--- config.mk ---
export PLATFORM = sky130hd
export DESIGN_NAME = pipe_ctrl_flat
export DESIGN_NICKNAME = d
export VERILOG_FILES = /design/src/rtl/pipe_pkg.sv /design/src/rtl/pipe_ctrl_if.sv /design/src/rtl/pipe_ctrl_mdu_seq.sv /design/src/rtl/pipe_ctrl.sv /design/src/flat_wrapper.sv
export SDC_FILE = /design/constraint.sdc
export NUM_CORES = 1
export LEC_CHECK = 0
export ABC_AREA = 1
export BUFFER_PORTS_ARGS = -buffer_cell sky130_fd_sc_hd__buf_2
export CAP_MARGIN = 10
export CORE_MARGIN = 2
export CORE_UTILIZATION = 49
export DETAILED_ROUTE_END_ITERATION = 10
export GPL_TIMING_DRIVEN = 0
export PLACE_DENSITY = 0.78
export SYNTH_ARGS = -nofsm -noshare
export SYNTH_HDL_FRONTEND = slang
export SYNTH_SLANG_ARGS = --single-unit
--- constraint.sdc ---
create_clock -name clk -period 1.7 [get_ports clk]
set_input_delay 0 -clock clk [delete_from_list [all_inputs] [get_ports clk]]
set_output_delay 0 -clock clk [all_outputs]
set_load 0.02 [all_outputs]
--- src/rtl/pipe_pkg.sv ---
// Shared types and constants for the pipeline stall/flush scheduler.
package pipe_pkg;

  // Architectural register index width (x0..x31).
  localparam int REG_ADDR_W = 5;

  // Default number of cycles a mul/div instruction occupies EX.
  localparam int MDU_CYCLES_DEF = 4;

  // MDU sequencer states: RUN is normal flow, MDU_WAIT holds EX for the MDU op.
  typedef enum logic [0:0] {
    RUN      = 1'b0,
    MDU_WAIT = 1'b1
  } mdu_state_e;

endpackage : pipe_pkg

--- src/rtl/pipe_ctrl_if.sv ---
// Hazard inputs and pipeline-register control outputs of the stall/flush
// scheduler. The master side is the core datapath, the slave side is pipe_ctrl.
interface pipe_ctrl_if #(
  parameter int STALL_CNT_W = 32
) ();
  import pipe_pkg::*;

  logic [REG_ADDR_W-1:0]  rs1_ID;
  logic [REG_ADDR_W-1:0]  rs2_ID;
  logic                   use_rs1_ID;
  logic                   use_rs2_ID;
  logic                   branch_ID;
  logic                   taken_ID;
  logic [REG_ADDR_W-1:0]  rd_EX;
  logic [REG_ADDR_W-1:0]  rd_MEM;
  logic                   MemRead_EX;
  logic                   MemRead_MEM;
  logic                   mdu_req_EX;

  logic                   stall_PC;
  logic                   stall_IFID;
  logic                   stall_IDEX;
  logic                   flush_IFID;
  logic                   flush_IDEX;
  logic                   flush_EXMEM;
  logic                   mdu_done;
  logic                   busy;
  logic [STALL_CNT_W-1:0] stall_cycles;

  modport master (
    output rs1_ID, rs2_ID, use_rs1_ID, use_rs2_ID, branch_ID, taken_ID,
           rd_EX, rd_MEM, MemRead_EX, MemRead_MEM, mdu_req_EX,
    input  stall_PC, stall_IFID, stall_IDEX, flush_IFID, flush_IDEX,
           flush_EXMEM, mdu_done, busy, stall_cycles
  );

  modport slave (
    input  rs1_ID, rs2_ID, use_rs1_ID, use_rs2_ID, branch_ID, taken_ID,
           rd_EX, rd_MEM, MemRead_EX, MemRead_MEM, mdu_req_EX,
    output stall_PC, stall_IFID, stall_IDEX, flush_IFID, flush_IDEX,
           flush_EXMEM, mdu_done, busy, stall_cycles
  );

endinterface : pipe_ctrl_if

--- src/rtl/pipe_ctrl_mdu_seq.sv ---
// MDU occupancy sequencer: tracks how long a mul/div instruction has held EX,
// requests the freeze of IF/ID/EX and pulses mdu_done on its last EX cycle.
// Optional feature macro: PIPE_CTRL_MDU_EN (undefined -> sequencer fixed at RUN).
module pipe_ctrl_mdu_seq
  import pipe_pkg::*;
#(
  parameter int MDU_CYCLES = MDU_CYCLES_DEF
) (
  input  logic clk,
  input  logic rst,
  input  logic mdu_req,
  output logic mdu_stall,
  output logic mdu_done,
  output logic busy
);

`ifdef PIPE_CTRL_MDU_EN
  // Remaining wait cycles; the entry cycle is spent in RUN, so the load
  // value is two less than the total occupancy.
  localparam int              CNT_W    = $clog2(MDU_CYCLES);
  localparam logic [CNT_W-1:0] CNT_LOAD = CNT_W'(MDU_CYCLES - 2);

  mdu_state_e       state_q;
  mdu_state_e       state_d;
  logic [CNT_W-1:0] cnt_q;
  logic [CNT_W-1:0] cnt_d;

  // State and countdown registers; reset aborts any MDU operation in flight.
  always_ff @(posedge clk or posedge rst) begin
    if (rst) begin
      state_q <= RUN;
      cnt_q   <= '0;
    end else begin
      state_q <= state_d;
      cnt_q   <= cnt_d;
    end
  end

  // Next-state and stall request: start on a request seen in RUN, hold while
  // the countdown is non-zero, then release with a one-cycle done pulse.
  always_comb begin
    state_d   = state_q;
    cnt_d     = cnt_q;
    mdu_stall = 1'b0;
    mdu_done  = 1'b0;
    unique case (state_q)
      RUN: begin
        if (mdu_req) begin
          mdu_stall = 1'b1;
          cnt_d     = CNT_LOAD;
          state_d   = MDU_WAIT;
        end
      end
      MDU_WAIT: begin
        if (cnt_q != '0) begin
          mdu_stall = 1'b1;
          cnt_d     = cnt_q - CNT_W'(1);
        end else begin
          mdu_done  = 1'b1;
          state_d   = RUN;
        end
      end
      default: begin
        state_d = RUN;
      end
    endcase
  end

  assign busy = (state_q != RUN);
`else
  // Without the MDU the sequencer never leaves RUN and the request is ignored.
  mdu_state_e state_q;
  logic       unused_inputs;

  assign state_q       = RUN;
  assign busy          = (state_q != RUN);
  assign mdu_stall     = 1'b0;
  assign mdu_done      = 1'b0;
  assign unused_inputs = ^{clk, rst, mdu_req, MDU_CYCLES[0]};
`endif

endmodule : pipe_ctrl_mdu_seq

--- src/rtl/pipe_ctrl.sv ---
// Pipeline stall/flush scheduler for the 5-stage core. Resolves the hazards
// forwarding cannot: load-use, branch-in-ID waiting on a load in MEM, taken
// redirects from ID and multi-cycle MDU occupancy of EX.
// Optional feature macro: PIPE_CTRL_MDU_EN (enables the MDU sequencer).
module pipe_ctrl
  import pipe_pkg::*;
#(
  parameter int MDU_CYCLES  = MDU_CYCLES_DEF,
  parameter int STALL_CNT_W = 32
) (
  input logic        clk,
  input logic        rst,
  pipe_ctrl_if.slave bus
);

  logic                   mdu_stall;
  logic                   mdu_done;
  logic                   mdu_busy;
  logic                   lu;
  logic                   bl;
  logic                   rd_ex_hit;
  logic                   rd_mem_hit;
  logic                   stall_pc;
  logic                   stall_ifid;
  logic                   stall_idex;
  logic                   flush_ifid;
  logic                   flush_idex;
  logic                   flush_exmem;
  logic [STALL_CNT_W-1:0] stall_cnt_q;

  pipe_ctrl_mdu_seq #(
    .MDU_CYCLES (MDU_CYCLES)
  ) u_mdu_seq (
    .clk       (clk),
    .rst       (rst),
    .mdu_req   (bus.mdu_req_EX),
    .mdu_stall (mdu_stall),
    .mdu_done  (mdu_done),
    .busy      (mdu_busy)
  );

  // Hazard detection: a load result is only needed if ID really reads that
  // register and it is not x0. ALU producers are forwarded and never stall.
  always_comb begin
    rd_ex_hit  = (bus.rd_EX != '0) &&
                 ((bus.use_rs1_ID && (bus.rd_EX == bus.rs1_ID)) ||
                  (bus.use_rs2_ID && (bus.rd_EX == bus.rs2_ID)));
    rd_mem_hit = (bus.rd_MEM != '0) &&
                 ((bus.use_rs1_ID && (bus.rd_MEM == bus.rs1_ID)) ||
                  (bus.use_rs2_ID && (bus.rd_MEM == bus.rs2_ID)));
    lu         = bus.MemRead_EX && rd_ex_hit;
    bl         = bus.branch_ID && bus.MemRead_MEM && rd_mem_hit;
  end

  // Priority mux: MDU freeze beats load hazards, which beat a redirect; a
  // redirect seen during any stall is dropped because ID resolves it again.
  always_comb begin
    stall_pc    = 1'b0;
    stall_ifid  = 1'b0;
    stall_idex  = 1'b0;
    flush_ifid  = 1'b0;
    flush_idex  = 1'b0;
    flush_exmem = 1'b0;
    if (mdu_stall) begin
      stall_pc    = 1'b1;
      stall_ifid  = 1'b1;
      stall_idex  = 1'b1;
      flush_exmem = 1'b1;
    end else if (lu || bl) begin
      stall_pc    = 1'b1;
      stall_ifid  = 1'b1;
      flush_idex  = 1'b1;
    end else if (bus.taken_ID) begin
      flush_ifid  = 1'b1;
    end
  end

  // Saturating performance counter of cycles in which the PC was held.
  always_ff @(posedge clk or posedge rst) begin
    if (rst) begin
      stall_cnt_q <= '0;
    end else if (stall_pc && (stall_cnt_q != '1)) begin
      stall_cnt_q <= stall_cnt_q + STALL_CNT_W'(1);
    end
  end

  // Controls are forced quiet while reset is held, whatever the inputs say.
  assign bus.stall_PC     = !rst && stall_pc;
  assign bus.stall_IFID   = !rst && stall_ifid;
  assign bus.stall_IDEX   = !rst && stall_idex;
  assign bus.flush_IFID   = !rst && flush_ifid;
  assign bus.flush_IDEX   = !rst && flush_idex;
  assign bus.flush_EXMEM  = !rst && flush_exmem;
  assign bus.mdu_done     = !rst && mdu_done;
  assign bus.busy         = !rst && mdu_busy;
  assign bus.stall_cycles = stall_cnt_q;

endmodule : pipe_ctrl
--- src/flat_wrapper.sv ---
// flat-port wrapper written by rule: the top's interface ports become plain ports
module pipe_ctrl_flat import pipe_pkg::*;
#(
  parameter int MDU_CYCLES  = MDU_CYCLES_DEF,
  parameter int STALL_CNT_W = 32
)
  (clk, rst, bus_rs1_ID, bus_rs2_ID, bus_use_rs1_ID, bus_use_rs2_ID, bus_branch_ID, bus_taken_ID, bus_rd_EX, bus_rd_MEM, bus_MemRead_EX, bus_MemRead_MEM, bus_mdu_req_EX, bus_stall_PC, bus_stall_IFID, bus_stall_IDEX, bus_flush_IFID, bus_flush_IDEX, bus_flush_EXMEM, bus_mdu_done, bus_busy, bus_stall_cycles);
  pipe_ctrl_if #(.STALL_CNT_W(STALL_CNT_W)) bus_i ();
  input logic clk;
  input logic rst;
  input wire logic [$bits(bus_i.rs1_ID)-1:0] bus_rs1_ID;
  input wire logic [$bits(bus_i.rs2_ID)-1:0] bus_rs2_ID;
  input wire logic [$bits(bus_i.use_rs1_ID)-1:0] bus_use_rs1_ID;
  input wire logic [$bits(bus_i.use_rs2_ID)-1:0] bus_use_rs2_ID;
  input wire logic [$bits(bus_i.branch_ID)-1:0] bus_branch_ID;
  input wire logic [$bits(bus_i.taken_ID)-1:0] bus_taken_ID;
  input wire logic [$bits(bus_i.rd_EX)-1:0] bus_rd_EX;
  input wire logic [$bits(bus_i.rd_MEM)-1:0] bus_rd_MEM;
  input wire logic [$bits(bus_i.MemRead_EX)-1:0] bus_MemRead_EX;
  input wire logic [$bits(bus_i.MemRead_MEM)-1:0] bus_MemRead_MEM;
  input wire logic [$bits(bus_i.mdu_req_EX)-1:0] bus_mdu_req_EX;
  output wire logic [$bits(bus_i.stall_PC)-1:0] bus_stall_PC;
  output wire logic [$bits(bus_i.stall_IFID)-1:0] bus_stall_IFID;
  output wire logic [$bits(bus_i.stall_IDEX)-1:0] bus_stall_IDEX;
  output wire logic [$bits(bus_i.flush_IFID)-1:0] bus_flush_IFID;
  output wire logic [$bits(bus_i.flush_IDEX)-1:0] bus_flush_IDEX;
  output wire logic [$bits(bus_i.flush_EXMEM)-1:0] bus_flush_EXMEM;
  output wire logic [$bits(bus_i.mdu_done)-1:0] bus_mdu_done;
  output wire logic [$bits(bus_i.busy)-1:0] bus_busy;
  output wire logic [$bits(bus_i.stall_cycles)-1:0] bus_stall_cycles;
  assign bus_i.rs1_ID = bus_rs1_ID;
  assign bus_i.rs2_ID = bus_rs2_ID;
  assign bus_i.use_rs1_ID = bus_use_rs1_ID;
  assign bus_i.use_rs2_ID = bus_use_rs2_ID;
  assign bus_i.branch_ID = bus_branch_ID;
  assign bus_i.taken_ID = bus_taken_ID;
  assign bus_i.rd_EX = bus_rd_EX;
  assign bus_i.rd_MEM = bus_rd_MEM;
  assign bus_i.MemRead_EX = bus_MemRead_EX;
  assign bus_i.MemRead_MEM = bus_MemRead_MEM;
  assign bus_i.mdu_req_EX = bus_mdu_req_EX;
  assign bus_stall_PC = bus_i.stall_PC;
  assign bus_stall_IFID = bus_i.stall_IFID;
  assign bus_stall_IDEX = bus_i.stall_IDEX;
  assign bus_flush_IFID = bus_i.flush_IFID;
  assign bus_flush_IDEX = bus_i.flush_IDEX;
  assign bus_flush_EXMEM = bus_i.flush_EXMEM;
  assign bus_mdu_done = bus_i.mdu_done;
  assign bus_busy = bus_i.busy;
  assign bus_stall_cycles = bus_i.stall_cycles;
  pipe_ctrl #(.MDU_CYCLES(MDU_CYCLES), .STALL_CNT_W(STALL_CNT_W)) u_core (.clk(clk), .rst(rst), .bus(bus_i));
endmodule
==> results of run 1 <==
## tightest hold or removal path: stages
cell	delay, ns
sky130_fd_sc_hd__buf_2	0.10
sky130_fd_sc_hd__nand2_1	0.05
sky130_fd_sc_hd__nor2_1	0.04
sky130_fd_sc_hd__buf_2	0.14
## cells in the final DEF, fill, tap and decap left out, drive strengths merged
master        Yosys  layout
nand3            44      44
nand4             4       4
xnor2             5       5
conb              1       4
dfrtp            32      32
inv              33      33
ha                1       1
dlymetal6s4s      0       1
buf              12      91
xor2             10      10
clkinv            1       3
o21ai             2       2
nor3              2       2
nor2             66      66
nand2           220     220
a21oi             1       1
clkbuf            3      10
nand3b           15      15
dlygate4sd3       0       1
## repair_timing
action / in CTS / in global routing
endpoints found under the hold margin: 16 / 0
setup buffers: 12 / 1
pin swaps: 2 / 6
gates resized for setup: 14 / 49
setup endpoints to repair: 32 / 49
hold buffers: 2 / 0
cloned: 1 / 2
## synthesized netlist by cell type (2+ instances only)
library cell,n,share of area
sky130_fd_sc_hd__nand2_1,218,0.31
sky130_fd_sc_hd__clkbuf_1,3,0.0042
sky130_fd_sc_hd__nor2_1,65,0.092
sky130_fd_sc_hd__dfrtp_1,32,0.30
sky130_fd_sc_hd__inv_1,32,0.045
sky130_fd_sc_hd__o21ai_0,2,0.0038
sky130_fd_sc_hd__xor2_1,10,0.033
sky130_fd_sc_hd__nand3_1,43,0.081
sky130_fd_sc_hd__nand3b_1,14,0.039
sky130_fd_sc_hd__nand2_2,2,0.0047
sky130_fd_sc_hd__buf_4,6,0.017
sky130_fd_sc_hd__buf_2,3,0.0056
sky130_fd_sc_hd__buf_6,3,0.013
sky130_fd_sc_hd__nand4_1,4,0.0094
sky130_fd_sc_hd__xnor2_1,5,0.016
## area by class of cell
type                       instances  area share
sequential                        32      0.2250
clock buffer                       6     0.02277
clock inverter                     2    0.002761
buffer                            15     0.03727
multi-input combinational        374      0.5035
timing repair buffer              82      0.1491
inverter                          34     0.03554
tap                               70     0.02415
## power groups by stage
stage	logic, uW	registers [uW]	clock network (uW)
5_1_grt	515	837	665
4_1_cts	442	829	627
3_3_place_gp	327	869	0
3_5_place_dp	356	873	0
2_1_floorplan	191	893	0
6_report	474	834	622
## final timing paths
check,startpoint,endpoint,cells after the start
setup / recovery,u_core.bus.stall_cycles[1]$_DFFE_PP0P_,u_core.bus.stall_cycles[31]$_DFFE_PP0P_,10
hold / removal,bus_taken_ID,bus_flush_IFID,4
setup reg to reg,u_core.bus.stall_cycles[1]$_DFFE_PP0P_,u_core.bus.stall_cycles[31]$_DFFE_PP0P_,10
hold reg to reg,u_core.bus.stall_cycles[31]$_DFFE_PP0P_,u_core.bus.stall_cycles[31]$_DFFE_PP0P_,2
max in group asynchronous,rst,u_core.bus.stall_cycles[9]$_DFFE_PP0P_,4
min in group asynchronous,rst,u_core.bus.stall_cycles[29]$_DFFE_PP0P_,4
## through the flow
stage	worst slack [ns]	util	cells	setup TNS, ns	hold WS, ns
finish	-0.03403	0.7010	615	-0.3312	0.3293
detailed placement	-0.2123	0.6122	589	-5.830	0.1779
global placement	-0.1894	0.6069	588	-5.724	0.2929
CTS	0.003862	0.6659	612	0	0.3291
global route	-0.1038	0.7010	615	-2.689	0.3654
floorplan	0.01139	-	455	0	0.09175
## per-layer routing
metal  GRT usage  wire length, um  share of wire  vias to the layer above
li1            -                -              -                     1573
met1      0.3725             3666           0.44                     1464
met2      0.4724             3895           0.47                      130
met3     0.04419              573          0.069                       25
met4      0.1089              219          0.026                        0
met5           0                0              0                        -
## kinds of logic after synthesis
family	count (synthesis)	synth area share
simple gates	351	0.5510
buf+inv	49	0.08736
flops	32	0.3006
xor+xnor	15	0.04932
compound gates	3	0.005635
fa+ha+maj	1	0.004696
other cells	1	0.001408
==> key figures, run 1 <==
Status
  • Outcome: finished, violations left
  • Violations in the final reports: negative setup slack

Clock tree
  • Number of CTS-inserted buffers: 5
  • Clock tree from TritonCTS: done
  • Root buffer cell: sky130_fd_sc_hd__clkbuf_8
  • Number of clock sinks: 32
  • Latest clock arrival within the worst-skew pair: 0.29 ns
  • Clock-pin slew reported for the worst setup and hold paths after clock tree synthesis: 0.07 ns
  • Number of buffers on the longest clock path: 2
  • # H-tree levels: 2

Timing
  • Number of max-slew violations in the final report: 0
  • Worst setup skew after layout: 0.003542 ns
  • Final Critical Period: 1.734 ns
  • Worst slew margin: 0.4934
  • Final setup slack of the worst path: -0.03403 ns
  • Setup-failing EPs final: 19
  • Unrepaired setup endpoints after global routing: yes
  • Final worst-path cycle share: 1.020
  • Number of hold-slack violations in the final timing report: 0
  • Max frequency: 576.7 MHz
  • Slew at the pin with the worst max-slew slack: 0.7599 ns

Power
  • Static leakage: 0.002032 uW
  • Power consumption: 1929 uW
  • Combinational power share: 0.246
  • Portion of total power attributed to the clock network: 0.322
  • Internal power consumption: 1321 uW
  • Switching power of the nets: 608.0 uW
  • Switching share of power: 0.3152
  • Power per standard cell area: 531.9 mW/mm^2
  • Portion of total power attributed to sequential cells: 0.432
  • Worst IR Drop VDD: 0.3407 mV

Setup path
  • Slowest cell delay on critical path: 0.39 ns
  • Largest fanout on the critical path: 8
  • Slowest cell on the critical path: sky130_fd_sc_hd__dfrtp_2
  • CP Data Arrival Time: 1.96 ns
  • Category of the most critical setup path: flip-flop to flip-flop
  • Endpoint required time on the critical path: 1.93 ns
  • Category of the worst setup path capture point: flip-flop
  • Critical path startpoint category: flip-flop
  • Crit path cell chain: ha_4 -> nand3_4 -> nor2_4 -> nand2_4 -> nor3_4 -> nand3b_4 -> nand2_8 -> clkbuf_16 -> nand2_1 -> nand2_1
  • Reg2reg setup slack: -0.03 ns
  • Largest delay share family, worst path: simple AND/OR/NAND/NOR gates
  • Critical path buffers and inverters: 1
  • Most frequent CP cell: sky130_fd_sc_hd__nand2_1

Die
  • Chip Width: 77.73 um
  • # rows: 26
  • Die area: 0.006042 sq mm
  • Chip Height: 77.73 um
  • Standard cell core area: 0.005172 sq mm
  • I/O Pins: 69
  • Initial core utilization: 0.5150

Cells and area
  • Layout overhead on the synthesized area: 36.12%
  • Final std cell area, no fill: 0.003626 sq mm
  • Antenna cells: 0
  • Fin nets: 574
  • Flip-flop and latch area: 815.8 sq um
  • Area of the multi-input gates: 0.001826 sq mm
  • Fraction of layout cells with a size suffix above 1: 0.2917
  • Flip-flop count of the largest register, all copies and words added: 32
  • Layout fillers: 481

Place
  • RePlAce Congestion: 0.9608
  • Final HPWL from detailed placement: 5916 um
  • Number of buffer cells added on primary ports: 63
  • Cell area reported after detailed placement: 0.003167 sq mm

Global route
  • Number of global-route vias before repair: 2,975
  • Global router's overall resource usage: 0.2850
  • Total grt overflow: 0
  • Initial antenna violation count: 0
  • First-pass GRT wire length: 13,690 um
  • Largest net degree at the start of global routing: 18

Synthesis
  • Avg Cell Area, Syn: 5.893 sq um
  • Post-synthesis cell count: 452
  • Total of flip-flops plus latches after synthesis: 32
  • Seq/Total Area, Yosys: 0.3006
  • Netlist area before placement: 0.002664 sq mm
  • Number of enable-type register cells in the synthesized netlist: 0
  • Distinct cell type count after synthesis: 25
  • Most used DFF post-synth: sky130_fd_sc_hd__dfrtp_1
  • Total number of yosys warnings: 0
  • Fraction of synthesis flops using an asynchronous set or reset pin: 1.000

Route
  • Via/cell ratio: 5.190
  • Residual antenna-violating net count after detailed routing: 0
  • Total via count after detailed routing: 3,192
  • Sum of routed wire length over all layers: 8354 um
  • Number of search-and-repair iterations in the first detailed-routing pass: 5
  • Violation count after the first detailed-route iteration: 205
  • Detail-routed net length per standard cell: 13.58 um
  • Remaining routing DRC violations: 0

Min path
  • Worst min path class: primary input to primary output

Job
  • Number of maximum-capacitance violations: 0
No activity file was read; power rests on OpenSTA's default activity.
==> run 2, diff against run 1 <==
--- a/config.mk
+++ b/config.mk
@@ -13,6 +13,7 @@
 export DETAILED_ROUTE_END_ITERATION = 10
 export GPL_TIMING_DRIVEN = 0
 export PLACE_DENSITY = 0.78
+export REMOVE_ABC_BUFFERS = 1
 export SYNTH_ARGS = -nofsm -noshare
 export SYNTH_HDL_FRONTEND = slang
 export SYNTH_SLANG_ARGS = --single-unit
==> run 2 against run 1 <==
Against the previous run: sequential power is 0.6% lower; critical endpoint is now u_core.bus.stall_cycles[13]$_DFFE_PP0P_; the flow now finishes without violations; core utilization down 2.3 points; routed wire length decreased by 0.54%; clock skew up 0.0016 ns; via count up 0.25%; global-route usage decreased by 0.34 points; clock power is 2% higher; power fell by 0.99%; count of clock-buffer cells in the layout is 2 higher.
==> key figures, run 2 (synthesis results as in run 1) <==
Status
  • Outcome: finished, final reports clean

Global route
  • Global routing met1 resource utilization: 0.3751
  • GR Layer Usage met2: 0.4500
  • GRT busiest layer: met2
  • Initial antenna violation count: 0
  • Largest net degree at the start of global routing: 37
  • GR Util met3: 0.04884
  • First-pass GRT wire length: 13,590 um
  • Global router's overall resource usage: 0.2817
  • Number of global-route vias before repair: 2,901
  • Total grt overflow: 0

Die
  • I/O Pins: 69
  • Die area: 0.006042 sq mm
  • Chip Height: 77.73 um
  • # rows: 26
  • Initial core utilization: 0.5150
  • Standard cell core area: 0.005172 sq mm
  • Chip Width: 77.73 um

Cells and area
  • Post-route non-filler standard cell count: 603
  • Layout fillers: 458
  • Fraction of layout cells with a size suffix above 1: 0.2570
  • Antenna cells: 0
  • Layout overhead on the synthesized area: 31.66%
  • Most frequent standard cell in the layout excluding fill and tap cells: sky130_fd_sc_hd__nand2_1
  • Commonest non-fill, non-tap cells in the layout: sky130_fd_sc_hd__nand2_1, sky130_fd_sc_hd__buf_2, sky130_fd_sc_hd__nor2_1, sky130_fd_sc_hd__nand3_1, sky130_fd_sc_hd__inv_1
  • Fin nets: 562
  • Flip-flop count of the largest register, all copies and words added: 32

Power
  • Worst IR Drop VDD: 0.6603 mV
  • Static leakage: 0.001990 uW
  • Power per standard cell area: 544.5 mW/mm^2
  • Power consumption: 1910 uW

Place
  • Inst Count DP: 574
  • RePlAce Congestion: 0.9137
  • Number of buffer cells added on primary ports: 63
  • Final HPWL from detailed placement: 5138 um

Route
  • Via/cell ratio: 5.307
  • Remaining routing DRC violations: 0
  • Number of search-and-repair iterations in the first detailed-routing pass: 5
  • Total via count after detailed routing: 3,200
  • Violation count after the first detailed-route iteration: 266
  • Detail-routed net length per standard cell: 13.78 um
  • Sum of routed wire length over all layers: 8309 um
  • Residual antenna-violating net count after detailed routing: 0

Timing
  • Number of max-slew violations in the final report: 0
  • Number of hold-slack violations in the final timing report: 0
  • Final Critical Period: 1.678 ns
  • Slew at the pin with the worst max-slew slack: 0.5632 ns
  • Worst slew margin: 0.6242
  • Max frequency: 595.9 MHz
  • Unrepaired setup endpoints after global routing: yes
  • Worst setup skew after layout: 0.005140 ns
  • Setup-failing EPs final: 0
  • Final worst-path cycle share: 0.9871

Setup path
  • Critical path startpoint category: flip-flop
  • Largest fanout on the critical path: 9
  • Category of the worst setup path capture point: flip-flop
  • Endpoint required time on the critical path: 1.93 ns
  • CP Data Arrival Time: 1.91 ns
  • Category of the most critical setup path: flip-flop to flip-flop

Clock tree
  • Number of clock sinks: 32
  • Clock-pin slew reported for the worst setup and hold paths after clock tree synthesis: 0.07 ns
  • Clock tree from TritonCTS: done
  • Number of CTS-inserted buffers: 5
  • Root buffer cell: sky130_fd_sc_hd__clkbuf_8
  • # H-tree levels: 2
  • Number of buffers on the longest clock path: 2
  • Latest clock arrival within the worst-skew pair: 0.29 ns

Min path
  • Worst min path class: primary input to async pin

Job
  • Number of maximum-capacitance violations: 0
==> run 2: cell count changes in the layout (fill, tap and decap cells not counted), sizes merged <==
cell and delta:
nand3b +2, nand2 +3, clkinv -3, buf -12
clkinvlp +2, clkbuf -2, dlymetal6s4s -1, inv -1
==> run 2: area by class of cell <==
class                   count  area (sq um)  share of cell area
multi-input cells         379          1892              0.5394
inverters                  34         135.1             0.03853
flip-flops and latches     32         812.0              0.2315
well taps                  70         87.58             0.02497
repair buffers             80         490.5              0.1399
clock buffers               8         90.09             0.02569
==> run 2: final timing paths <==
path / slack (ns) / depth (start not counted) / from / endpoint
max in group asynchronous: 0.99 / 4 / rst / u_core.bus.stall_cycles[15]$_DFFE_PP0P_
min in group clk: 0.33 / 4 / bus_taken_ID / bus_flush_IFID
hold reg to reg: 0.56 / 2 / u_core.bus.stall_cycles[31]$_DFFE_PP0P_ / u_core.bus.stall_cycles[31]$_DFFE_PP0P_
hold / removal: 0.28 / 3 / rst / u_core.bus.stall_cycles[17]$_DFFE_PP0P_
setup / recovery: 0.02 / 8 / u_core.bus.stall_cycles[23]$_DFFE_PP0P_ / u_core.bus.stall_cycles[13]$_DFFE_PP0P_
setup reg to reg: 0.02 / 8 / u_core.bus.stall_cycles[23]$_DFFE_PP0P_ / u_core.bus.stall_cycles[13]$_DFFE_PP0P_
==> run 2: metrics by stage <==
stage               setup WS, ns  hold WS [ns]  area [sq um]  utilization  TNS (ns)
floorplan                -0.6592        0.1245          2570            -    -21.09
global placement          -1.174        0.2806          2973       0.5747    -37.49
detailed placement        -1.225        0.1747          3000       0.5801    -38.43
CTS                     -0.08903        0.3315          3371       0.6517    -2.370
global route            -0.08298        0.3128          3507       0.6780    -2.004
finish                   0.02194        0.2844          3507       0.6780         0
==> run 2: layer usage <==
metal  wire length [um]  vias up
met2               3834      164
met5                  0        -
met1               3575     1440
met4                254        0
li1                   -     1563
met3                645       33
==> run 2: critical path, stage by stage, from the launching register on <==
cell and delay, ns:
sky130_fd_sc_hd__dfrtp_1 0.46, sky130_fd_sc_hd__nand2_1 0.14, sky130_fd_sc_hd__nor2_1 0.17, sky130_fd_sc_hd__nand2_1 0.16
sky130_fd_sc_hd__nand3b_4 0.23, sky130_fd_sc_hd__buf_12 0.19, sky130_fd_sc_hd__nand2_8 0.12, sky130_fd_sc_hd__nand2_1 0.07
sky130_fd_sc_hd__nand2_1 0.06
==> run 2: timing repair <==
action / 4_1_cts / 5_1_grt
setup buffers: 9 / 6
hold buffers: 1 / 0
hold endpoints to repair: 15 / 0
setup endpoints to repair: 33 / 33
cloned: 5 / 1
resized for setup: 25 / 32
pin swaps: 3 / 4
==> run 2: power by group <==
group          switching, uW  internal [uW]  leakage (uW)  total, uW
Combinational            262            184       0.00152        446
Sequential              38.0            791      0.000429        829
Clock                    305            331     0.0000455        635
Total                    605           1300       0.00199       1910
==> run 3, diff against run 2 <==
--- a/config.mk
+++ b/config.mk
@@ -12,7 +12,7 @@
 export CORE_UTILIZATION = 49
 export DETAILED_ROUTE_END_ITERATION = 10
 export GPL_TIMING_DRIVEN = 0
-export PLACE_DENSITY = 0.78
+export PLACE_DENSITY = 0.87
 export REMOVE_ABC_BUFFERS = 1
 export SYNTH_ARGS = -nofsm -noshare
 export SYNTH_HDL_FRONTEND = slang
==> run 3 against run 2 <==
Against the previous run: the flow now finishes with violations (negative hold slack, negative setup slack); sequential power hardly changed; register-to-register slack got worse by 0.07 ns; maximum frequency shrank 4.2%; clock power rose by 3%; die area did not move; sequential share of layout area increased by 0.22 points; core utilization shrank 1.0 points; final area is 1.5% lower; global-route usage shrank 1.4 points; combinational power shrank 7.8%; via count up 2.8%; critical path type unchanged; largest power group unchanged; highest routed layer unchanged.
==> key figures, run 3 (synthesis results as in run 1) <==
Clock tree
  • Clock tree from TritonCTS: done
  • Latest clock arrival within the worst-skew pair: 0.29 ns
  • Number of CTS-inserted buffers: 5
  • Clock-pin slew reported for the worst setup and hold paths after clock tree synthesis: 0.07 ns
  • CTS Hold Bufs: 0
  • Number of buffers on the longest clock path: 2
  • Number of clock sinks: 32
  • # H-tree levels: 2
  • Root buffer cell: sky130_fd_sc_hd__clkbuf_8

Timing
  • Final setup slack of the worst path: -0.05184 ns
  • Worst slew margin: 0.5202
  • Setup-failing EPs final: 25
  • Final Critical Period: 1.752 ns
  • Number of max-slew violations in the final report: 0
  • Number of hold-slack violations in the final timing report: 32
  • Max frequency: 570.8 MHz
  • Hold slack: -0.1666 ns
  • Unrepaired setup endpoints after global routing: yes
  • Slew at the pin with the worst max-slew slack: 0.7187 ns
  • Final worst-path cycle share: 1.030
  • Worst setup skew after layout: 0.006552 ns

Place
  • Final HPWL from detailed placement: 5125 um
  • Cell area reported after detailed placement: 0.002973 sq mm
  • RePlAce Congestion: 0.8564
  • Number of buffer cells added on primary ports: 63

Setup path
  • Category of the worst setup path capture point: flip-flop
  • Cell count of the worst reg-to-reg path: 9
  • CP Data Arrival Time: 1.93 ns
  • Endpoint required time on the critical path: 1.88 ns
  • Reg2reg start: u_core.bus.stall_cycles[5]$_DFFE_PP0P_
  • Critical path startpoint category: flip-flop
  • Largest fanout on the critical path: 5
  • Reg-to-Reg End: u_core.bus.stall_cycles[22]$_DFFE_PP0P_
  • Category of the most critical setup path: flip-flop to flip-flop
  • Reg2reg setup slack: -0.05 ns

Global route
  • Initial antenna violation count: 0
  • First-pass GRT wire length: 13,080 um
  • Number of global-route vias before repair: 2,926
  • Largest net degree at the start of global routing: 36
  • Total grt overflow: 0
  • Global router's overall resource usage: 0.2679

Cells and area
  • Fin nets: 558
  • Commonest non-fill, non-tap cells in the layout: sky130_fd_sc_hd__nand2_1, sky130_fd_sc_hd__buf_2, sky130_fd_sc_hd__nor2_1, sky130_fd_sc_hd__nand3_1, sky130_fd_sc_hd__inv_1
  • Core occupancy in the finished layout: 0.6676
  • Most frequent standard cell in the layout excluding fill and tap cells: sky130_fd_sc_hd__nand2_1
  • Flip-flop and latch area: 807.0 sq um
  • Fraction of layout cells with a size suffix above 1: 0.2462
  • Area of the multi-input gates: 0.001882 sq mm
  • Layout overhead on the synthesized area: 29.64%
  • Final std cell area, no fill: 0.003453 sq mm
  • Flip-flop count of the largest register, all copies and words added: 32
  • Antenna cells: 0
  • Layout fillers: 449

Power
  • Power consumption: 1891 uW
  • Static leakage: 0.001987 uW
  • Power per standard cell area: 547.7 mW/mm^2
  • Worst IR Drop VDD: 0.5729 mV

Status
  • Outcome: finished, violations left
  • Violations in the final reports: negative hold slack, negative setup slack

Die
  • Chip Height: 77.73 um
  • Initial core utilization: 0.5150
  • Die area: 0.006042 sq mm
  • # rows: 26
  • Standard cell core area: 0.005172 sq mm
  • I/O Pins: 69
  • Chip Width: 77.73 um

Job
  • Number of maximum-capacitance violations: 0

Route
  • Violation count after the first detailed-route iteration: 277
  • Detail-routed net length per standard cell: 14.22 um
  • Routed length on met1: 3202 um
  • Total length of routed met3 wires: 874 um
  • Remaining routing DRC violations: 0
  • Number of search-and-repair iterations in the first detailed-routing pass: 5
  • Total via count after detailed routing: 3,291
  • Via/cell ratio: 5.503
  • Residual antenna-violating net count after detailed routing: 0
  • Top routing layer in use: met4
  • Routed wire length on met2: 3990 um
  • Sum of routed wire length over all layers: 8501 um

Min path
  • Worst min path class: primary input to async pin
[run 3: cell types whose count changed in the layout (fill, tap and decap cells not counted), sizes merged]
cell	previous run	this run
clkinvlp	2	0
nand2	223	222
inv	32	34
buf	79	77
dlygate4sd3	1	0
clkbuf	8	7
[run 3: cell type report]
type,instances,share of cell area
Tap cell,70,0.02536
Sequential cell,32,0.2337
Inverter,34,0.03696
Timing Repair Buffer,77,0.1312
Multi-Input combinational cell,378,0.5449
Clock buffer,7,0.02790
[run 3: how the worst max path moves through the flow]
stage | cells after the start | end | slack, ns | startpoint
after floorplan | 9 | u_core.bus.stall_cycles[0]$_DFFE_PP0P_ | -0.66 | u_core.bus.stall_cycles[0]$_DFFE_PP0P_
after global placement | 9 | u_core.bus.stall_cycles[31]$_DFFE_PP0P_ | -1.10 | u_core.bus.stall_cycles[0]$_DFFE_PP0P_
after detailed placement | 9 | u_core.bus.stall_cycles[23]$_DFFE_PP0P_ | -1.19 | u_core.bus.stall_cycles[0]$_DFFE_PP0P_
after CTS | 9 | u_core.bus.stall_cycles[23]$_DFFE_PP0P_ | -0.09 | u_core.bus.stall_cycles[1]$_DFFE_PP0P_
after global routing | 9 | u_core.bus.stall_cycles[22]$_DFFE_PP0P_ | -0.13 | u_core.bus.stall_cycles[4]$_DFFE_PP0P_
final | 9 | u_core.bus.stall_cycles[22]$_DFFE_PP0P_ | -0.05 | u_core.bus.stall_cycles[5]$_DFFE_PP0P_
[run 3: power by group]
part           internal [uW]  switching (uW)
clock network            361             290
logic                    160             251
registers                791            39.1
[run 3: worst max-delay path, stage by stage, from the launching register on]
cell,delay (ns)
sky130_fd_sc_hd__dfrtp_1,0.45
sky130_fd_sc_hd__nand2_1,0.15
sky130_fd_sc_hd__nor2_1,0.26
sky130_fd_sc_hd__nand2_1,0.18
sky130_fd_sc_hd__nor2_2,0.23
sky130_fd_sc_hd__nand3_1,0.10
sky130_fd_sc_hd__nand2_1,0.08
sky130_fd_sc_hd__nand2_1,0.07
sky130_fd_sc_hd__nand3_2,0.07
sky130_fd_sc_hd__nand2_1,0.06
[run 3: per-stage QoR]
step                TNS, ns  hold slack [ns]  worst slack [ns]  instances
detailed placement   -36.88           0.2898            -1.185        573
CTS                  -2.208           0.1204          -0.08777        592
global route         -3.168         -0.09416           -0.1307        598
global placement     -35.03           0.2792            -1.099        573
floorplan            -21.09           0.1245           -0.6592        440
finish              -0.6874          -0.1666          -0.05184        598
[run 3: repair_timing]
item	in CTS	in global routing
setup endpoints to repair	33	33
resized for setup	24	26
endpoints found under the hold margin	0	32
gates cloned	3	1
pin swaps	10	10
buffers inserted	9	5
[run 3: layer usage]
metal,vias up,track usage
met5,-,0
met4,0,0.1214
met3,58,0.04419
met2,216,0.4603
met1,1472,0.3277
li1,1545,-
